==> src/rtl/sdram_slot_arbiter_if.sv <==
// rtl/sdram_slot_arbiter_if.sv - requester and sdram-side signal bundle for the slot arbiter
interface sdram_slot_arbiter_if;
  logic        slot_ce;
  logic        vid_req;
  logic [22:0] vid_addr;
  logic [15:0] vid_dout;
  logic        vid_ack;
  logic        boot_req;
  logic [22:0] boot_addr;
  logic [7:0]  boot_din;
  logic        boot_ack;
  logic        cpu_req;
  logic        cpu_we;
  logic [22:0] cpu_addr;
  logic [7:0]  cpu_din;
  logic [7:0]  cpu_dout;
  logic        cpu_ack;
  logic        mem_start;
  logic        mem_we;
  logic [22:0] mem_addr;
  logic [7:0]  mem_din;
  logic [15:0] mem_dout;
  logic        mem_valid;
  logic        busy;

  modport master (
    input  slot_ce,
    input  vid_req, vid_addr,
    output vid_dout, vid_ack,
    input  boot_req, boot_addr, boot_din,
    output boot_ack,
    input  cpu_req, cpu_we, cpu_addr, cpu_din,
    output cpu_dout, cpu_ack,
    output mem_start, mem_we, mem_addr, mem_din,
    input  mem_dout, mem_valid,
    output busy
  );

  modport slave (
    output slot_ce,
    output vid_req, vid_addr,
    input  vid_dout, vid_ack,
    output boot_req, boot_addr, boot_din,
    input  boot_ack,
    output cpu_req, cpu_we, cpu_addr, cpu_din,
    input  cpu_dout, cpu_ack,
    input  mem_start, mem_we, mem_addr, mem_din,
    output mem_dout, mem_valid,
    input  busy
  );
endinterface

==> src/rtl/sdram_slot_arbiter.sv <==
// rtl/sdram_slot_arbiter.sv - one sdram access per slot shared by video, loader and CPU
module sdram_slot_arbiter #(
  parameter int STARVE_MAX = 2,
  parameter int TIMEOUT    = 15
) (
  input  logic               clk_sys,
  input  logic               reset,
  sdram_slot_arbiter_if.master bus
);

  localparam int SW = $clog2(STARVE_MAX + 1);
  localparam int TW = $clog2(TIMEOUT + 1);
  localparam logic [SW-1:0] STARVE_LIM = SW'(STARVE_MAX);
  localparam logic [TW-1:0] TO_LAST    = TW'(TIMEOUT - 1);

  typedef enum logic {S_IDLE, S_WAIT} state_t;
  typedef enum logic [1:0] {G_VID, G_BOOT, G_CPU} grant_t;

  state_t        state_q, state_d;
  grant_t        grant_q, grant_d, gsel;
  logic [SW-1:0] starve_q, starve_d;
  logic [TW-1:0] cnt_q, cnt_d;
  logic          mem_start_q, mem_start_d;
  logic          mem_we_q, mem_we_d;
  logic [22:0]   mem_addr_q, mem_addr_d;
  logic [7:0]    mem_din_q, mem_din_d;
  logic [15:0]   vid_dout_q, vid_dout_d;
  logic [7:0]    cpu_dout_q, cpu_dout_d;
  logic          vid_ack_q, vid_ack_d;
  logic          boot_ack_q, boot_ack_d;
  logic          cpu_ack_q, cpu_ack_d;

  always_comb begin
    state_d     = state_q;
    grant_d     = grant_q;
    gsel        = G_VID;
    starve_d    = starve_q;
    cnt_d       = cnt_q;
    mem_start_d = 1'b0;
    mem_we_d    = mem_we_q;
    mem_addr_d  = mem_addr_q;
    mem_din_d   = mem_din_q;
    vid_dout_d  = vid_dout_q;
    cpu_dout_d  = cpu_dout_q;
    vid_ack_d   = 1'b0;
    boot_ack_d  = 1'b0;
    cpu_ack_d   = 1'b0;

    if (!bus.cpu_req) starve_d = '0;

    case (state_q)
      S_IDLE: begin
        if (bus.slot_ce && (bus.vid_req || bus.boot_req || bus.cpu_req)) begin
          if (bus.cpu_req && starve_q >= STARVE_LIM) gsel = G_CPU;
          else if (bus.vid_req)                      gsel = G_VID;
          else if (bus.boot_req)                     gsel = G_BOOT;
          else                                       gsel = G_CPU;

          state_d     = S_WAIT;
          grant_d     = gsel;
          cnt_d       = '0;
          mem_start_d = 1'b1;
          case (gsel)
            G_VID: begin
              mem_we_d   = 1'b0;
              mem_addr_d = bus.vid_addr & ~23'd1;
              mem_din_d  = 8'h00;
            end
            G_BOOT: begin
              mem_we_d   = 1'b1;
              mem_addr_d = bus.boot_addr;
              mem_din_d  = bus.boot_din;
            end
            default: begin
              mem_we_d   = bus.cpu_we;
              mem_addr_d = bus.cpu_addr;
              mem_din_d  = bus.cpu_din;
            end
          endcase

          // Only slots actually handed to someone else count as lost for the CPU
          if (gsel == G_CPU)
            starve_d = '0;
          else if (bus.cpu_req && starve_q != STARVE_LIM)
            starve_d = starve_q + 1'b1;
        end
      end
      default: begin
        if (bus.mem_valid || cnt_q == TO_LAST) begin
          state_d = S_IDLE;
          case (grant_q)
            G_VID: begin
              vid_ack_d  = 1'b1;
              vid_dout_d = bus.mem_valid ? bus.mem_dout : 16'hFFFF;
            end
            G_BOOT: boot_ack_d = 1'b1;
            default: begin
              cpu_ack_d = 1'b1;
              if (!mem_we_q)
                cpu_dout_d = !bus.mem_valid ? 8'hFF :
                             (mem_addr_q[0] ? bus.mem_dout[15:8] : bus.mem_dout[7:0]);
            end
          endcase
        end else begin
          cnt_d = cnt_q + 1'b1;
        end
      end
    endcase
  end

  always_ff @(posedge clk_sys) begin
    if (reset) begin
      state_q     <= S_IDLE;
      grant_q     <= G_VID;
      starve_q    <= '0;
      cnt_q       <= '0;
      mem_start_q <= 1'b0;
      mem_we_q    <= 1'b0;
      mem_addr_q  <= '0;
      mem_din_q   <= '0;
      vid_dout_q  <= 16'h0000;
      cpu_dout_q  <= 8'hFF;
      vid_ack_q   <= 1'b0;
      boot_ack_q  <= 1'b0;
      cpu_ack_q   <= 1'b0;
    end else begin
      state_q     <= state_d;
      grant_q     <= grant_d;
      starve_q    <= starve_d;
      cnt_q       <= cnt_d;
      mem_start_q <= mem_start_d;
      mem_we_q    <= mem_we_d;
      mem_addr_q  <= mem_addr_d;
      mem_din_q   <= mem_din_d;
      vid_dout_q  <= vid_dout_d;
      cpu_dout_q  <= cpu_dout_d;
      vid_ack_q   <= vid_ack_d;
      boot_ack_q  <= boot_ack_d;
      cpu_ack_q   <= cpu_ack_d;
    end
  end

  assign bus.mem_start = mem_start_q;
  assign bus.mem_we    = mem_we_q;
  assign bus.mem_addr  = mem_addr_q;
  assign bus.mem_din   = mem_din_q;
  assign bus.vid_dout  = vid_dout_q;
  assign bus.cpu_dout  = cpu_dout_q;
  assign bus.vid_ack   = vid_ack_q;
  assign bus.boot_ack  = boot_ack_q;
  assign bus.cpu_ack   = cpu_ack_q;
  assign bus.busy      = (state_q == S_WAIT);

endmodule

==> src/flat_wrapper.sv <==
// flat-port wrapper written by rule: the top's interface ports become plain ports
module sdram_slot_arbiter_flat 
#(
  parameter int STARVE_MAX = 2,
  parameter int TIMEOUT    = 15
)
  (clk_sys, reset, bus_slot_ce, bus_vid_req, bus_vid_addr, bus_vid_dout, bus_vid_ack, bus_boot_req, bus_boot_addr, bus_boot_din, bus_boot_ack, bus_cpu_req, bus_cpu_we, bus_cpu_addr, bus_cpu_din, bus_cpu_dout, bus_cpu_ack, bus_mem_start, bus_mem_we, bus_mem_addr, bus_mem_din, bus_mem_dout, bus_mem_valid, bus_busy);
  sdram_slot_arbiter_if bus_i ();
  input  logic clk_sys;
  input  logic reset;
  input wire logic [$bits(bus_i.slot_ce)-1:0] bus_slot_ce;
  input wire logic [$bits(bus_i.vid_req)-1:0] bus_vid_req;
  input wire logic [$bits(bus_i.vid_addr)-1:0] bus_vid_addr;
  output wire logic [$bits(bus_i.vid_dout)-1:0] bus_vid_dout;
  output wire logic [$bits(bus_i.vid_ack)-1:0] bus_vid_ack;
  input wire logic [$bits(bus_i.boot_req)-1:0] bus_boot_req;
  input wire logic [$bits(bus_i.boot_addr)-1:0] bus_boot_addr;
  input wire logic [$bits(bus_i.boot_din)-1:0] bus_boot_din;
  output wire logic [$bits(bus_i.boot_ack)-1:0] bus_boot_ack;
  input wire logic [$bits(bus_i.cpu_req)-1:0] bus_cpu_req;
  input wire logic [$bits(bus_i.cpu_we)-1:0] bus_cpu_we;
  input wire logic [$bits(bus_i.cpu_addr)-1:0] bus_cpu_addr;
  input wire logic [$bits(bus_i.cpu_din)-1:0] bus_cpu_din;
  output wire logic [$bits(bus_i.cpu_dout)-1:0] bus_cpu_dout;
  output wire logic [$bits(bus_i.cpu_ack)-1:0] bus_cpu_ack;
  output wire logic [$bits(bus_i.mem_start)-1:0] bus_mem_start;
  output wire logic [$bits(bus_i.mem_we)-1:0] bus_mem_we;
  output wire logic [$bits(bus_i.mem_addr)-1:0] bus_mem_addr;
  output wire logic [$bits(bus_i.mem_din)-1:0] bus_mem_din;
  input wire logic [$bits(bus_i.mem_dout)-1:0] bus_mem_dout;
  input wire logic [$bits(bus_i.mem_valid)-1:0] bus_mem_valid;
  output wire logic [$bits(bus_i.busy)-1:0] bus_busy;
  assign bus_i.slot_ce = bus_slot_ce;
  assign bus_i.vid_req = bus_vid_req;
  assign bus_i.vid_addr = bus_vid_addr;
  assign bus_vid_dout = bus_i.vid_dout;
  assign bus_vid_ack = bus_i.vid_ack;
  assign bus_i.boot_req = bus_boot_req;
  assign bus_i.boot_addr = bus_boot_addr;
  assign bus_i.boot_din = bus_boot_din;
  assign bus_boot_ack = bus_i.boot_ack;
  assign bus_i.cpu_req = bus_cpu_req;
  assign bus_i.cpu_we = bus_cpu_we;
  assign bus_i.cpu_addr = bus_cpu_addr;
  assign bus_i.cpu_din = bus_cpu_din;
  assign bus_cpu_dout = bus_i.cpu_dout;
  assign bus_cpu_ack = bus_i.cpu_ack;
  assign bus_mem_start = bus_i.mem_start;
  assign bus_mem_we = bus_i.mem_we;
  assign bus_mem_addr = bus_i.mem_addr;
  assign bus_mem_din = bus_i.mem_din;
  assign bus_i.mem_dout = bus_mem_dout;
  assign bus_i.mem_valid = bus_mem_valid;
  assign bus_busy = bus_i.busy;
  sdram_slot_arbiter #(.STARVE_MAX(STARVE_MAX), .TIMEOUT(TIMEOUT)) u_core (.clk_sys(clk_sys), .reset(reset), .bus(bus_i));
endmodule
==> config.mk <==
export PLATFORM = sky130hd
export DESIGN_NAME = sdram_slot_arbiter_flat
export DESIGN_NICKNAME = d
export VERILOG_FILES = /design/src/rtl/sdram_slot_arbiter_if.sv /design/src/rtl/sdram_slot_arbiter.sv /design/src/flat_wrapper.sv
export SDC_FILE = /design/constraint.sdc
export NUM_CORES = 1
export LEC_CHECK = 0
export ABC_AREA = 1
export CORE_ASPECT_RATIO = 0.6
export CORE_MARGIN = 4
export CORE_UTILIZATION = 41
export DETAILED_ROUTE_END_ITERATION = 16
export GPL_TIMING_DRIVEN = 0
export PLACE_DENSITY = 0.8
export REMOVE_ABC_BUFFERS = 1
export SYNTH_ARGS = -nofsm -noshare
export SYNTH_HDL_FRONTEND = slang
export SYNTH_SLANG_ARGS = --single-unit
==> constraint.sdc <==
create_clock -name clk_sys -period 1.9 [get_ports clk_sys]
set_input_delay 0.19 -clock clk_sys [delete_from_list [all_inputs] [get_ports clk_sys]]
set_output_delay 0.19 -clock clk_sys [all_outputs]
set_load 0.005 [all_outputs]
# --- Word-level counts from Yosys, hierarchy flattened ---
# Index checks and enable logic that the tools add are counted.
word_totals:
  reg_bits: 69
  inputBits: 109
  out_inout_bits: 61
  elab_cells: 67
op_classes:
  n_addsub: 2
  order_cmp: 1
  eq_ne: 6
  muxes: 25
  bitwise_logic: 4
  reduce_logical: 16
ops:
  columns: ["op", "count"]
  rows:
  - ["one-hot mux 23 bit (2 select lines)", 1]
  - ["2-to-1 mux 2 bit", 10]
  - ["2-to-1 mux 16 bit", 1]
  - ["2-to-1 mux 8 bit", 2]
  - ["one-hot mux 8 bit (2 select lines)", 1]
  - ["2-to-1 mux 4 bit", 3]
  - ["2-to-1 mux 1 bit", 6]
  - ["adder 4 x 1 -> 4 bit (second input constant)", 1]
  - ["== test 2 x 1 -> 1 bit (second input constant)", 2]
  - ["== test 4 bit (second input constant)", 1]
  - ["logical NOT 2 bit", 2]
  - ["!= test 2 bit (second input constant)", 2]
  - ["inverter 1 bit", 4]
  - ["AND reduction 2 bit", 2]
  - ["AND reduction 4 bit", 1]
  - ["OR reduction 2 bit", 2]
  - ["logical AND 1 bit", 3]
  - ["logical OR 1 bit", 3]
  - ["AND reduction 3 bit", 1]
  - ["OR reduction 3 bit", 1]
  - ["adder 2 x 1 -> 2 bit (second input constant)", 1]
  - ["== test 2 bit (second input constant)", 1]
  - ["greater-or-equal comparator 2 bit (second input constant)", 1]
  - ["one-hot mux 1 bit (2 select lines)", 1]
  - ["nonzero test 2 bit", 1]

# --- Depth between registers and ports, before layout ---
depth:
  ltp_word: 9
  depth_mapped: 11
  ltp_nobuf: 10

# --- Worst setup path after synthesis ---
# No wires, ideal clock.
synth_timing:
  kind: "flip-flop to flip-flop"
  from: "register u_core.starve_q[0]"
  to: "register u_core.mem_addr_q[22] (netlist: u_core.bus.mem_addr[22])"
  setup_ns: 0.070
  arrival_time_ns: 1.280
  required_ns: 1.830
  slack_ns: 0.549
  stages_incl_launch_ff: 11
  n_path_buf: 1
  synth_period_minus_slack_ns: 1.351
  cell_sequence: "dfxtp_1 inv_1 ha_1 nand2_1 nand2_1 nor2_2 buf_2 nand2_1 nand2_1 nand2_1 a21oi_1"
synth_via:
  elab_chain_cells: 7
  elab_cells_between_ends: 8
  cone_classes: "order compare (1); eq/ne (1); mux (4); reduce/logical (2)"
synth_rtl:
  columns: ["element", "line", "rtl"]
  rows:
  - ["from (decl)", "sdram_slot_arbiter.sv:21", "logic [SW-1:0] starve_q, starve_d;"]
  - ["from (signal assigned)", "sdram_slot_arbiter.sv:129", "starve_q <= starve_d;"]
  - ["greater-or-equal comparator 2 bit *", "sdram_slot_arbiter.sv:54", "if (bus.cpu_req && starve_q >= STARVE_LIM) gsel = G_CPU;"]
  - ["logical AND 1 bit *", "sdram_slot_arbiter.sv:54", null]
  - ["2-to-1 mux 2 bit *", "sdram_slot_arbiter.sv:54", null]
  - ["2-to-1 mux 2 bit *", "sdram_slot_arbiter.sv:53", "if (bus.slot_ce && (bus.vid_req || bus.boot_req || bus.cpu_req)) begin"]
  - ["2-to-1 mux 2 bit *", "sdram_slot_arbiter.sv:51", "case (state_q)"]
  - ["== test 2 x 1 -> 1 bit / logical NOT 2 bit (equally long branches)", "sdram_slot_arbiter.sv:63", "case (gsel)"]
  - ["one-hot mux 23 bit (2 select lines) *", "sdram_slot_arbiter.sv:63", null]
  - ["to (signal assigned)", "sdram_slot_arbiter.sv:133", "mem_addr_q <= mem_addr_d;"]
  - ["to (decl)", "sdram_slot_arbiter.sv:25", "logic [22:0] mem_addr_q, mem_addr_d;"]
# Every way passes the cells marked *; elsewhere a longest branch is shown, timed or not. The select of a mux whose other input is x is not followed.
# A chain may end at the register's enable or synchronous reset.

# --- Final worst setup path ---
layout_timing:
  from: "register u_core.starve_q[0]"
  to: "register u_core.mem_addr_q[0] (netlist: u_core.bus.mem_addr[0])"
# The elaborated chain is that of the path after synthesis.

==> results <==
==> registers in the layout, indices dropped and copies added (netlist names) <==
| register | count |
|---|---|
| u_core.bus.cpu_ack | 1 |
| u_core.bus.mem_addr | 23 |
| u_core.bus.mem_start | 1 |
| u_core.bus.vid_dout | 16 |
| u_core.bus.busy | 1 |
| u_core.starve_q | 2 |
| u_core.grant_q | 2 |
| u_core.bus.cpu_dout | 8 |
| u_core.cnt_q | 4 |
| u_core.bus.mem_we | 1 |
| u_core.bus.vid_ack | 1 |
| u_core.bus.boot_ack | 1 |
| u_core.bus.mem_din | 8 |
==> worst min-delay path by stage <==
stage	startpoint	endpoint	slack [ns]	cells after the start
finish	bus_boot_din[0]	u_core.bus.mem_din[0]	0.43	3
detailed placement	u_core.bus.mem_addr[21]	u_core.bus.mem_addr[21]	0.46	2
CTS	bus_boot_din[0]	u_core.bus.mem_din[0]	0.42	3
floorplan	reset	u_core.bus.busy	0.26	1
global route	bus_boot_din[0]	u_core.bus.mem_din[0]	0.42	3
global placement	u_core.bus.vid_dout[10]	u_core.bus.vid_dout[10]	0.45	2
==> worst max-delay path, delay by kind of cell, from the launching register on <==
kind                       cells  cell delay [ns]
DFF                            1             0.33
AOI/OAI and AO/OA              1             0.15
and+or+nand+nor                6             0.78
adders and majority gates      1             0.20
buffers and inverters          2             0.22
==> power by group through the flow <==
stage,Combinational [uW],Sequential [uW],Clock [uW]
floorplan,331,1600,0
global placement,805,1600,0
detailed placement,820,1600,0
CTS,832,1570,1730
global route,942,1580,1810
finish,851,1570,1700
==> cell usage in the layout (no fill, tap or decap), drive strengths merged, types with 4 or more instances in the layout <==
cell,instances
a21oi,63
buf,4
clkbuf,10
clkdlybuf4s50,166
dfxtp,69
inv,78
nand2,223
nand3,44
nor2,51
o21ai,9
or2,8
==> cells by family after synthesis <==
logic type / after synthesis
compound gates: 73
xor+xnor: 2
fa+ha+maj: 3
buf+inv: 106
flops: 69
simple gates: 328
==> final cells by class <==
cell class | count | area, sq um | share of cell area
Clock inverter | 6 | 68.8 | 0.0122
Clock buffer | 10 | 239 | 0.0423
Tap cell | 112 | 140 | 0.0248
Timing Repair Buffer | 171 | 1730 | 0.305
Multi-Input combinational cell | 408 | 1810 | 0.320
Sequential cell | 69 | 1380 | 0.244
Inverter | 77 | 293 | 0.0518
==> stage by stage <==
step | utilization | hold WS [ns] | instances | total power, uW | setup slack [ns]
after floorplan | - | 0.259 | 552 | 1930 | 0.0918
after global placement | 0.618 | 0.449 | 832 | 2400 | -1.75
after detailed placement | 0.618 | 0.455 | 832 | 2420 | -1.19
after CTS | 0.658 | 0.422 | 849 | 4130 | 0.00176
after global routing | 0.666 | 0.421 | 853 | 4330 | -0.00464
final | 0.666 | 0.429 | 853 | 4120 | 0.133
==> per-layer routing <==
metal  share of wire  up-vias  track usage
met5               0        -            0
met1            0.46     1879        0.275
met4           0.013        0       0.0572
met3           0.084       11       0.0751
li1                -     2092            -
met2            0.45      147        0.350
==> timing repair <==
action,in CTS,in global routing
buffers inserted,0,3
hold endpoints to repair,0,0
endpoints found under the setup margin,59,34
gates resized for setup,9,2
cloned,1,1
pin swaps,1,0
hold buffers,0,0
==> results.toml <==
[floorplanning]
fp.dieW_um = 128
core-area_sq_um = 8490
io_pins = 170
num_rows = 26
start_util = 0.420
die_h_um = 80.3
die-area_sq_um = 10300

[synth]
synth_area_sq_um = 3570
synthFlopType = "dfxtp_1"
synth_most_common_cell = "nand2_1"
syn_avg_cell_area_sq_um = 6.14
netlist_instances = 581
yosysTopAreaCell = "dfxtp_1"
seq_area_frac_synth = 0.387
yosysWarnings = 0
synth_common_cells = "nand2_1 (219), inv_1 (73), dfxtp_1 (69)"
synth_compound_gate_area_share = 0.104
synth_top_area_frac = 0.387
synth_edf_count = 0
async_flop_share = 0
netlist_top_cells_area = "dfxtp_1 (39%), nand2_1 (23%), a21oi_1 (8.7%)"
synthMuxAreaShare = 0
synth_fa_ha_area_frac = 0.0105
synth-seq-cells = 69
synth_xor_area_frac = 0.00491
synth-simple-area-share = 0.373
synth_cell_types = 24
synth_top_family_by_area = "simple AND/OR/NAND/NOR gates"

[sta]
slew_viol_final = 0
fin_crit_sh = 0.930
relSlewSlack = 0.454
setup_viol = 0
period_minus_slack_ns = 1.77
worstMarginPinSlew_ns = 0.819
hold_viol = 0
setup_tns_ns = 0
fmax_ghz = 0.566
clock_skew_ns = 0.0109

[placed_design]
io_buffers = 168
post_dp_cell_area_sq_um = 5250
dpl.hpwl_mm = 8.06
globalplace.congestion = 0.898

[routing]
finalWirelength_mm = 11.3
wire_per_inst_um = 13.3
ant_nets = 0
vias = 4129
drt-vias-per-instance = 4.84
first_pass_iters = 4
route.detailed.drc = 0
drt-initial-drc-count = 229

[cells_and_area]
fill_cells = 770
n_antenna_cell = 0
final_area_sq_um = 5660
layout.nets = 848
drive_above_1_share = 0.0607
area_growth_pct = 58.4

[global_routing]
grt_first_pass_wirelength_mm = 17.9
grt_use_total = 0.216
grt_pass1_vias = 3809
antenna_found_initial = 0
overflow = 0
grt_max_degree = 62

[worst_setup_path]
crit_slowest_cell = "dfxtp_1"
crit_path_end = "u_core.bus.mem_addr[0]"
cp_max_fo = 16
arrival_ns = 2.02
cp_slowest_stage_delay_ns = 0.33
reg2reg_depth = 10
end_kind = "register"
crit_required_ns = 2.16
rrSetupSlack_ns = 0.13
critPathKind = "register to register"
critPathLaunch = "u_core.starve_q[0]"
r2r-end = "u_core.bus.mem_addr[0]"
cpMostUsedCell = "nand2_1"
startpoint_type = "register"
crit_chain = "inv_1 -> ha_1 -> nand2_1 -> nand2_1 -> nor2_4 -> buf_12 -> nand2_1 -> nand2_1 -> nand2_1 -> a21oi_1"
reg2reg_from = "u_core.starve_q[0]"

[power]
ir_drop_v = 0.000388
pwr-share-seq = 0.381
p_sw_uw = 1080
p_comb_frac = 0.207
p_leak_uw = 0.00263
p_sw_frac = 0.263
p_per_area_nw_per_um2 = 728
p_int_uw = 3040
pwr-share-clk = 0.412

[min_path]
min_path_type = "input port to register"

[clock_network]
cts_buffers = 9
root_buffer = "clkbuf_16"
cts_tree = "done"
cts.clk_slew.worst_paths_ns = 0.06
cts_sinks = 69
insertion_delay_ns = 0.33
htreeDepth = 3
cts_buffer_depth = 2

[outcome]
outcome = "finished, final reports clean"

[flow_run]
drv_cap = 0
No activity file was read; power rests on OpenSTA's default activity.
==> patch 1, RTL diff (same flow settings) <==
`STARVE_MAX` is set to 2 in 2 places; all go to 8.
--- a/src/rtl/sdram_slot_arbiter.sv
+++ b/src/rtl/sdram_slot_arbiter.sv
@@ -2,3 +2,3 @@
 module sdram_slot_arbiter #(
-  parameter int STARVE_MAX = 2,
+  parameter int STARVE_MAX = 8,
   parameter int TIMEOUT    = 15
--- a/src/flat_wrapper.sv
+++ b/src/flat_wrapper.sv
@@ -3,3 +3,3 @@
 #(
-  parameter int STARVE_MAX = 2,
+  parameter int STARVE_MAX = 8,
   parameter int TIMEOUT    = 15
Behaviour: not the same (a bounded check fails within 10 cycles, from zero or initial values and one cycle with reset high).
==> patch 1 against the unedited design <==
Area after synthesis increased by 9.1%. Sequential power increased by 4%. Critical path depth decreased by 2. Critical endpoint is now u_core.cnt_q[2]. Routed wire length increased by 14%. Worst setup slack got worse by 0.0033 ns. Sequential cell count increased by 2. Cell area increased by 5.6%. Final cell count increased by 4.1%. Power increased by 2.3%.
==> patch 1: results (changes against the unedited design) <==
metric;value;unit;change
Worst path max stage delay;0.50;ns;was 0.33 ns
status;finished, final reports clean;;unchanged
pin count of the biggest net entering global routing;51;;was 62
pre-CTS setup slack;-1.319;ns;was -1.191 ns
WP data arrival;2.05;ns;was 2.02 ns
placed cell area;0.005544;mm²;was 0.005246 mm²
Filler Cell Count;763;;was 770
XOR/XNOR Fraction of Synth Area;0.2249;%;was 0.4907%
met2 Use GR;37.06;%;was 35.05%
DP HPWL;8.929;mm;was 8.062 mm
worst-path fanout max;42;;was 16
net switching power figure;1.135;mW;was 1.083 mW
overall routing resource usage;23.41;%;was 21.62%
Synth area leaders;dfxtp_1 37%, nand2_1 18%, nand3_1 7.7%, inv_1 6.7%, nand4_1 5.3%;;was dfxtp_1 39%, nand2_1 23%, a21oi_1 8.7%, inv_1 7.7%, nand3_1 5.9%
maximum vdd drop;0.5066;mV;was 0.3883 mV
Detailed Route Iter0 Violations;303;;was 229
Cell variety after synth;27;;was 24
first-pass detailed-route iteration total;5;;was 4
actual slew at the worst max-slew pin;1.071;ns;was 0.8187 ns
P_leak;2.528;nW;was 2.630 nW
Final #Nets;866;;was 848
Met3 Wirelength;1.045;mm;was 953 µm
Seq/Total Area, Yosys;36.50;%;was 38.70%
Setup Skew;0.006636;ns;was 0.01093 ns
first-pass GRT wire length;21.22;mm;was 17.86 mm
grt met3 use;6.928;%;was 7.508%
patch 1: changes by cell type after synthesis, moves of 18 or more:
cell and change:
a21oi_1 -23, nand2_1 -31, nand3_1 +18, nand4_1 +32, o21ai_0 +25
patch 1: logic make-up after synthesis:
kind of cell / Yosys count
xor+xnor: 1
simple gates: 339
compound gates: 76
buf+inv: 113
flops: 71
fa+ha+maj: 4
patch 1: worst paths after layout:
kind              depth (start not counted)              startpoint  slack, ns                endpoint
setup reg to reg                          8         u_core.bus.busy       0.23  u_core.bus.mem_addr[2]
setup / recovery                          8             bus_vid_req       0.13         u_core.cnt_q[2]
hold reg to reg                           2  u_core.bus.cpu_dout[2]       0.45  u_core.bus.cpu_dout[2]
hold / removal                            2                   reset       0.17      u_core.bus.vid_ack
patch 1: cell type report:
type                            instances  area (µm²)  share of cell area (%)
Tap cell                              130       162.7                   2.723
Clock inverter                          6       70.07                   1.173
Clock buffer                           10       229.0                   3.833
Sequential cell                        71        1421                   23.80
Timing Repair Buffer                  174        1745                   29.22
Multi-Input combinational cell        423        2064                   34.56
Inverter                               74       280.3                   4.692
patch 1: metrics by stage:
| step | hold WS (ns) | std cells |
|---|---|---|
| after global placement | 0.4395 | 863 |
| after CTS | 0.1621 | 884 |
| final | 0.1652 | 888 |
| after global routing | 0.1833 | 888 |
| after detailed placement | 0.4446 | 864 |
| after floorplan | 0.2591 | 565 |
patch 1: power groups by stage:
stage / clock network (mW) / logic, mW / registers, mW
final: 1.69 / 0.897 / 1.63
after global routing: 1.78 / 0.988 / 1.64
after CTS: 1.71 / 0.883 / 1.63
after detailed placement: 0 / 0.855 / 1.66
after global placement: 0 / 0.836 / 1.66
after floorplan: 0 / 0.328 / 1.66
==> patch 2, RTL diff (same settings) <==
Made on the original files. The 3 values of `grant_t` get a one-hot encoding in 3 bits.
--- a/src/rtl/sdram_slot_arbiter.sv
+++ b/src/rtl/sdram_slot_arbiter.sv
@@ -16,3 +16,3 @@
   typedef enum logic {S_IDLE, S_WAIT} state_t;
-  typedef enum logic [1:0] {G_VID, G_BOOT, G_CPU} grant_t;
+  typedef enum logic [2:0] {G_VID = 3'b001, G_BOOT = 3'b010, G_CPU = 3'b100} grant_t;
 
Function: no difference found for any inputs over 10 cycles, from zero or initial values and one cycle with reset high; not proved beyond that.
==> patch 2 against the unedited design <==
Hold slack got worse by 0.028 ns. Power rose by 8.3%. Global-route usage fell by 0.31 points. Routed wire length rose by 3.6%. Cell area rose by 3.6%. Clock power rose by 15%. Worst setup slack improved by 0.038 ns. Final cell count rose by 4.7%. Sequential cell count rose by 1. Critical path depth fell by 1. Area after synthesis rose by 4.3%. Critical path type unchanged. Highest routed layer unchanged.
==> patch 2: results (changes against the unedited design) <==
metric;value;unit;change
fin cells;893;;was 853
reg2reg path depth;9;;was 10
Synth area leaders;dfxtp_1 38%, nand2_1 24%, inv_1 9.2%, nor2_1 6.9%, a21oi_1 6.6%;;was dfxtp_1 39%, nand2_1 23%, a21oi_1 8.7%, inv_1 7.7%, nand3_1 5.9%
Setup Skew;0.006521;ns;was 0.01093 ns
overall routing resource usage;21.30;%;was 21.62%
status;finished, final reports clean;;unchanged
maximum vdd drop;0.5190;mV;was 0.3883 mV
P_leak;2.800;nW;was 2.630 nW
WP data arrival;1.92;ns;was 2.02 ns
gpl congestion;0.8091;;was 0.8975
worst-path fanout max;11;;was 16
actual slew at the worst max-slew pin;0.6575;ns;was 0.8187 ns
WHS Path Cells;3;;unchanged
switching portion of total power;25.55;%;was 26.29%
vias in the first global route;3992;;was 3809
placed cell count;870;;was 832
reg-to-reg endpoint;u_core.bus.mem_addr[5];;was u_core.bus.mem_addr[0]
DP HPWL;8.326;mm;was 8.062 mm
Fin Hold WS;0.4009;ns;was 0.4286 ns
Commonest cells post-synth;235 x nand2_1, 91 x inv_1, 70 x dfxtp_1, 68 x nor2_1, 49 x a21oi_1;;was 219 x nand2_1, 73 x inv_1, 69 x dfxtp_1, 62 x a21oi_1, 48 x nor2_1
first-pass detailed-route iteration total;5;;was 4
Final Hold Fails;0;;unchanged
hold_sp;bus_boot_din[2];;was bus_boot_din[0]
via count;4244;;was 4129
share of layout cells above drive strength 1;5.122;%;was 6.073%
Filler Cell Count;738;;was 770
first-pass GRT wire length;18.17;mm;was 17.86 mm
Seq/Total Area, Yosys;37.65;%;was 38.70%
r2r setup slk;0.17;ns;was 0.13 ns
Synth warnings;0;;unchanged
Detailed Route Iter0 Violations;243;;was 229
pin count of the biggest net entering global routing;54;;was 62
mean post-synth cell area;6.023;µm²;was 6.144 µm²
max FFs per register;23;;unchanged
Worst Hold End;u_core.bus.mem_din[2];;was u_core.bus.mem_din[0]
## patch 2: changes by cell type after synthesis, moves of 3 or more
cell     before  now
or2_2         8    0
buf_2        19   16
nand2_1     219  235
a21oi_1      62   49
nor2_1       48   68
o21ai_0       9   14
nand2_2       4    0
inv_1        73   91
## patch 2: stage by stage
stage | cell area, µm² | setup TNS, ns | setup slack [ns]
2_1_floorplan | 3567 | -0.003037 | -0.003037
3_3_place_gp | 5389 | -69.38 | -1.492
3_5_place_dp | 5414 | -51.26 | -1.111
4_1_cts | 5784 | -0.01481 | -0.01481
5_1_grt | 5858 | 0 | 0.02462
6_report | 5858 | 0 | 0.1703
## patch 2: worst max-delay path, cell delays in order (launching register included)
cell	delay [ns]
dfxtp_1	0.31
inv_1	0.09
ha_1	0.18
nand2_1	0.16
nand2_2	0.21
clkinvlp_4	0.29
nand3_1	0.15
nand2_1	0.06
nand2_1	0.07
a21oi_1	0.06
## patch 2: worst max-delay path by stage
stage,from,endpoint,cells past startpoint
after floorplan,u_core.bus.busy,u_core.cnt_q[2],8
after global placement,bus_vid_req,u_core.cnt_q[2],8
after detailed placement,bus_vid_req,u_core.starve_q[1],7
after CTS,u_core.starve_q[0],u_core.bus.mem_we,9
after global routing,u_core.starve_q[0],u_core.starve_q[1],7
final,u_core.starve_q[0],u_core.bus.mem_addr[5],9
## patch 2: repair_timing
item / CTS / global route
endpoints found under the setup margin: 68 / 48
cloned: 0 / 2
pin swaps: 0 / 2
resized for setup: 10 / 5
buffers inserted: 0 / 5
## patch 2: cell families after synthesis
family | Yosys count | synth area share (%)
AOI/OAI and AO/OA | 68 | 9.647
DFF | 70 | 37.65
and+or+nand+nor | 352 | 37.71
buffers and inverters | 124 | 13.75
xor gates and xnor gates | 1 | 0.2353
adders and majority gates | 3 | 1.009
## patch 2: metal layers
metal,track usage (%),routed length [µm]
met1,26.29,5215
met2,34.56,5380
met3,7.277,870
met4,8.111,296
met5,0,0
## patch 2: final cells by class
cell class	count	area [µm²]	area share, %
repair buffers	174	1748	29.84
clock inverters	7	121.4	2.072
repair inverters	1	7.507	0.1282
well taps	112	140.1	2.392
inverters	95	365.4	6.237
flip-flops and latches	70	1401	23.92
clock buffers	9	225.2	3.845
multi-input cells	425	1849	31.57
## patch 2: power groups by stage
| stage | combinational (mW) | sequential, mW | clock [mW] |
|---|---|---|---|
| 2_1_floorplan | 0.367 | 1.64 | 0 |
| 3_3_place_gp | 0.849 | 1.63 | 0 |
| 3_5_place_dp | 0.871 | 1.63 | 0 |
| 4_1_cts | 0.880 | 1.60 | 1.99 |
| 5_1_grt | 1.00 | 1.61 | 2.04 |
| 6_report | 0.903 | 1.60 | 1.95 |
